<file path="config.mk">
export PLATFORM = sky130hd
export DESIGN_NAME = countdown_ctrl_16bit
export DESIGN_NICKNAME = d
export VERILOG_FILES = /design/src/rtl/countdown_pkg.sv /design/src/rtl/decrement_16bit.sv /design/src/rtl/countdown_ctrl_16bit.sv
export SDC_FILE = /design/constraint.sdc
export NUM_CORES = 1
export LEC_CHECK = 0
export ABC_CLOCK_PERIOD_IN_PS = 3300
export CAP_MARGIN = 10
export CORE_MARGIN = 4
export CORE_UTILIZATION = 43
export CTS_CLUSTER_SIZE = 14
export DETAILED_ROUTE_END_ITERATION = 10
export HOLD_SLACK_MARGIN = 0.06
export PLACE_DENSITY = 0.87
export SYNTH_ARGS = -nofsm -noshare
export SYNTH_HDL_FRONTEND = slang
export SYNTH_SLANG_ARGS = --single-unit
</file>
<file path="constraint.sdc">
create_clock -name clk -period 3.3 [get_ports clk]
set_clock_uncertainty 0.2 [all_clocks]
set_input_delay 0.66 -clock clk [delete_from_list [all_inputs] [get_ports clk]]
set_output_delay 0.66 -clock clk [all_outputs]
set_load 0.03 [all_outputs]
</file>
<file path="src/rtl/countdown_pkg.sv">
// -----------------------------------------------------------------------------
// countdown_pkg
// Shared types and constants for the countdown controller and its decrementer.
//   cd_state_t    : controller state encoding (IDLE/RUN/PAUSE/DONE)
//   CD_W          : datapath width of the count register
//   CD_PRESC_W    : width of the optional tick prescaler
//   state_is_busy : decode of the "busy" status from a state value
// -----------------------------------------------------------------------------
package countdown_pkg;

    localparam int CD_W       = 16;
    localparam int CD_PRESC_W = 8;

    typedef enum logic [1:0] {
        IDLE  = 2'd0,
        RUN   = 2'd1,
        PAUSE = 2'd2,
        DONE  = 2'd3
    } cd_state_t;

    // A run is in progress while counting or frozen by pause.
    function automatic logic state_is_busy(input cd_state_t s);
        return (s == RUN) || (s == PAUSE);
    endfunction

endpackage

</file>
<file path="src/rtl/decrement_16bit.sv">
// -----------------------------------------------------------------------------
// decrement_16bit
// Combinational A - 1 with a signed-overflow indication.
//   A        in  16 : operand
//   decA     out 16 : A - 1 (wraps 0x0000 -> 0xFFFF)
//   overflow out 1  : two's-complement overflow, i.e. A == 0x8000
// -----------------------------------------------------------------------------
module decrement_16bit
    import countdown_pkg::*;
(
    input  logic [CD_W-1:0] A,
    output logic [CD_W-1:0] decA,
    output logic            overflow
);

    // borrow[i] is high when every bit below i is zero, so bit i flips.
    logic [CD_W:0] borrow;

    assign borrow[0] = 1'b1;

    genvar gi;
    generate
        for (gi = 0; gi < CD_W; gi = gi + 1) begin : g_borrow
            assign decA[gi]       = A[gi] ^ borrow[gi];
            assign borrow[gi + 1] = borrow[gi] & ~A[gi];
        end
    endgenerate

    // Subtracting a positive value can only overflow when a negative
    // operand produces a positive result (0x8000 -> 0x7FFF).
    assign overflow = A[CD_W-1] & ~decA[CD_W-1];

endmodule

</file>
<file path="src/rtl/countdown_ctrl_16bit.sv">
// -----------------------------------------------------------------------------
// countdown_ctrl_16bit
// Sequencing controller for the 16-bit decrementer datapath. A start value is
// accepted in IDLE, then decremented once per tick until it reaches zero, at
// which point a one-cycle done pulse is produced.
//
// Build option: define CD_PRESCALE_EN to insert an 8-bit prescaler so that a
// tick occurs every PRESCALE RUN cycles. Without it every RUN cycle is a tick.
//
// Parameters:
//   PRESCALE  : RUN cycles per tick when CD_PRESCALE_EN is defined (1..255)
// Ports:
//   clk       in  1  : clock, rising edge
//   rst       in  1  : synchronous active-high reset
//   start     in  1  : load request, honoured only while ready
//   load_val  in  16 : start value, sampled on the accepting edge
//   pause     in  1  : level, freezes counting
//   abort     in  1  : level, cancels a run without done
//   ready     out 1  : IDLE decode
//   busy      out 1  : RUN or PAUSE decode
//   count     out 16 : count register
//   done      out 1  : one-cycle pulse on natural completion
//   ovf_seen  out 1  : sticky, a committed decrement went 0x8000 -> 0x7FFF
// -----------------------------------------------------------------------------
module countdown_ctrl_16bit
    import countdown_pkg::*;
#(
    parameter int PRESCALE = 4
) (
    input  logic            clk,
    input  logic            rst,
    input  logic            start,
    input  logic [CD_W-1:0] load_val,
    input  logic            pause,
    input  logic            abort,
    output logic            ready,
    output logic            busy,
    output logic [CD_W-1:0] count,
    output logic            done,
    output logic            ovf_seen
);

    // Reject illegal prescale settings at elaboration time.
    generate
        if (PRESCALE < 1 || PRESCALE > 255) begin : g_prescale_range
            $error("countdown_ctrl_16bit: PRESCALE must be in 1..255");
        end
    endgenerate

    cd_state_t       state_reg, state_next;
    logic [CD_W-1:0] count_reg, count_next;
    logic            done_reg, done_next;
    logic            ovf_reg, ovf_next;
    logic            tick;

    logic [CD_W-1:0] dec_a;
    logic            dec_ovf;

    // The decrementer always sees the current count; its result is only
    // committed on a tick in RUN.
    decrement_16bit u_dec (
        .A        (count_reg),
        .decA     (dec_a),
        .overflow (dec_ovf)
    );

`ifdef CD_PRESCALE_EN
    localparam logic [CD_PRESC_W-1:0] PRESC_LAST = CD_PRESC_W'(PRESCALE - 1);

    logic [CD_PRESC_W-1:0] presc_reg, presc_next;

    assign tick = (presc_reg == PRESC_LAST);

    // Advances only in RUN cycles that are not abort/pause cycles, so it
    // holds through PAUSE and restarts from zero on every accepted start.
    always_comb begin
        presc_next = presc_reg;
        if (state_reg == IDLE && start) begin
            presc_next = '0;
        end else if (state_reg == RUN && !abort && !pause) begin
            presc_next = tick ? '0 : presc_reg + 1'b1;
        end
    end

    always_ff @(posedge clk) begin
        if (rst) begin
            presc_reg <= '0;
        end else begin
            presc_reg <= presc_next;
        end
    end
`else
    assign tick = 1'b1;
`endif

    // Next-state and next-output logic.
    always_comb begin
        state_next = state_reg;
        count_next = count_reg;
        done_next  = 1'b0;
        ovf_next   = ovf_reg;

        case (state_reg)
            IDLE: begin
                // abort and pause have no effect here.
                if (start) begin
                    count_next = load_val;
                    ovf_next   = 1'b0;
                    if (load_val == '0) begin
                        state_next = DONE;
                        done_next  = 1'b1;
                    end else begin
                        state_next = RUN;
                    end
                end
            end

            RUN: begin
                if (abort) begin
                    state_next = IDLE;
                end else if (pause) begin
                    state_next = PAUSE;
                end else if (tick) begin
                    if (count_reg == '0) begin
                        // Unreachable in normal use; never wrap below zero.
                        state_next = DONE;
                        done_next  = 1'b1;
                    end else begin
                        count_next = dec_a;
                        ovf_next   = ovf_reg | dec_ovf;
                        if (count_reg == CD_W'(1)) begin
                            state_next = DONE;
                            done_next  = 1'b1;
                        end
                    end
                end
            end

            PAUSE: begin
                if (abort) begin
                    state_next = IDLE;
                end else if (!pause) begin
                    state_next = RUN;
                end
            end

            DONE: begin
                // done_reg is high during this cycle; always return to IDLE.
                state_next = IDLE;
            end

            default: begin
                state_next = IDLE;
            end
        endcase
    end

    always_ff @(posedge clk) begin
        if (rst) begin
            state_reg <= IDLE;
            count_reg <= '0;
            done_reg  <= 1'b0;
            ovf_reg   <= 1'b0;
        end else begin
            state_reg <= state_next;
            count_reg <= count_next;
            done_reg  <= done_next;
            ovf_reg   <= ovf_next;
        end
    end

    assign ready    = (state_reg == IDLE);
    assign busy     = state_is_busy(state_reg);
    assign count    = count_reg;
    assign done     = done_reg;
    assign ovf_seen = ovf_reg;

endmodule

</file>
==> metrics.txt <==
first-pass GRT wire length=6.04 mm; synthesis-to-layout area growth=49.5%; Cell Area, Synth=0.00142 sq mm; max reg flops=16; Max Slew Vio Count=0; Simple-Gate Fraction of Synth Area=between 20% and 30%; Crit Path Category=reg -> reg; Post-Syn Instances=between 150 and 200; Critical Path Max Stage Delay=around 380 ps; NumNets Final=approximately 250; Most Crowded Layer GR=met2; CTS HTree Levels=1; met2 Use GR=32.2%; Yosys cell types=31; largest net degree at the start of global routing=22; Warnings, synthesis=0; vias in the first global route=1350; CP cell instances=inv_4 -> ha_4 -> ha_4 -> ha_4 -> ha_4 -> ha_4 -> ha_4 -> ha_4 -> ha_4 -> ha_4 -> ha_4 -> ha_4 -> ha_4 -> ha_4 -> ha_4 -> ha_4 -> mux2i_2 -> a211oi_2; Synth Area in Compound Gates=between 10 and 15%; Clock Tree Root=clkbuf_4; GRT overflow=0; drt pass-1 iters=5; DIE AREA=approximately 0.0043 sq mm; design area=0.00212 sq mm; post-layout minimum cycle time=between 3000 and 4000 ps; pwr/cell area=about 1000 mW/mm^2; DP HPWL=2.93 mm; Fmax achieved=about 0.29 GHz; Hold WC Path Type=reg -> reg; Detailed Route WL=3.84 mm; Die Width=between 60 and 70 um; #FFs+latches synth=20; DR DRC count=0; largest family of logic cells by synthesized area=simple AND/OR/NAND/NOR gates; Max Cap Viol=0; commonest cells after routing, fill and taps aside=40 x clkdlybuf4s50_1, 28 x nor2_1, 20 x inv_1; Critical Path Start Type=flop; initial antenna violation count=0; CTS tree=built; Max clock buf depth=2; Peak VDD IR=roughly 0.55 mV; dpl cell area=between 0.002 and 0.0025 sq mm; share of post-route cells with drive strength above 1=between 20% and 30%; Worst Tran Pin Value=about 890 ps; relative slew slack=around two fifths; Worst-path clk slew=about 120 ps; Leak=0.795 nW; Post-Synth Adder-Cell Area=16.8%; clock latency on the worst-skew pair=~300 ps; failing checks=negative setup slack; crit path capture type=flop; num ports=41; cts bufs inserted=3; clk sink count=20; most common cell after layout, fill and taps aside=clkdlybuf4s50_1; IO buf count=40; Post-synth EDFFs=0; met1 Track Usage GR=21.8%; Wirelength per Cell=15.1 um; Critical-path top delay cell=dfxtp_4; Final period util=104%; RSZ-0062 raised after global routing=true; Final WS setup=-141 ps; multi-input gate area in the final layout=between 0.001 and 0.0015 sq mm; Reg area=409 sq um; final hold viol count=0; met3 usage in global routing=under 10%; Seq/Total Area, Yosys=about 28%; syn_nets=206; status=finished with violations; Post-CTS Hold Fix Bufs=0; Inserted Diodes=0; crit-path leading delay family=adder cells; vias per std cell=5.31; ys flop type=dfxtp_1; Die Ht=~65 um; Crit path required time=between 3000 and 4000 ps; Power Total=about 2.2 mW; multiplexer share of the synthesized area=10.6%; cell row count=20; RD Place Congestion=just under 0.9; total number of vias=roughly 1300; Syn Area/Cell=roughly 8.5 sq um; Arr. time, crit path=around 3400 ps; XOR/XNOR Fraction of Synth Area=0%; GRT Overall Usage=a little under a fifth; DRT iter0 DRCs=95; final setup fails=1; CP max FO=2; Critical Path Most Common Cell=ha_4; Starting Density=45.6%; post-route ant nets=0; Core ar.=slightly above 0.003 sq mm; ys async rst share=0%; CP Buf/Inv Count=1; FILL cells=between 200 and 300; Placement Setup Slack=-81.9 ps
==> metal layers <==
layer | vias to the layer above | share of wire [%]
met4 | 0 | 1.6
met1 | 638 | 43
li1 | 666 | -
met3 | 6 | 5.4
met2 | 38 | 50
met5 | - | 0
==> Yosys cell counts, drive strengths merged, types with 3 or more instances <==
| cell | instances | share of area, % |
|---|---|---|
| a211oi | 6 | 4.9 |
| mux2i | 15 | 11 |
| inv | 22 | 5.8 |
| a21oi | 16 | 6.7 |
| nor4 | 7 | 4.0 |
| buf | 3 | 1.9 |
| ha | 19 | 17 |
| nor2 | 29 | 7.9 |
| nor3 | 5 | 1.8 |
| dfxtp | 20 | 28 |
| clkbuf | 4 | 1.1 |
| nor2b | 3 | 1.9 |
==> cells by family (layout without fill, tap and decap cells) <==
logic type	Yosys count	count (layout)
DFF	20	20
muxes	15	15
buffers and inverters	29	73
and+or+nand+nor	55	55
AOI/OAI and AO/OA	28	28
adders and majority gates	19	19
==> metrics by stage <==
step | hold slack (ps) | instances | setup TNS (ps) | utilization, %
2_1_floorplan | 299 | 166 | -62.5 | -
3_3_place_gp | 310 | 248 | -37.5 | 66.7
3_5_place_dp | 322 | 248 | -81.9 | 66.7
4_1_cts | 337 | 252 | -102 | 67.5
5_1_grt | 366 | 254 | -314 | 68.2
6_report | 317 | 254 | -141 | 68.2
==> what timing repair did <==
action / in CTS / in global routing
pin swaps: 0 / 16
endpoints found under the setup margin: 1 / 3
setup buffers: 0 / 2
gates resized for setup: 0 / 2
endpoints found under the hold margin: 0 / 0
==> tightest hold or removal path: cells and delay by family, from the launching register on <==
family | cells | cell delay (ps)
AOI/OAI and AO/OA | 2 | 150
DFF | 1 | 340
==> cell type report <==
cell class              count  share of cell area (%)
clock buffers               4                    1.24
inverters                  22                    4.14
multi-input cells         117                    51.3
flip-flops and latches     20                    19.3
well taps                  44                    2.60
repair buffers             47                    21.4
==> where the power goes <==
group	internal (mW)	switching, mW
sequential	0.339	0.106
clock	0.0470	0.0763
combinational	0.782	0.855
==> final timing paths <==
kind	to	start	cells after the start	slack (ps)
min	ovf_seen	ovf_seen	2	320
max reg2reg	count[15]	count[0]	18	-140
min reg2reg	ovf_seen	ovf_seen	2	320
max	count[15]	count[0]	18	-140
No activity file was read; power rests on OpenSTA's default activity.
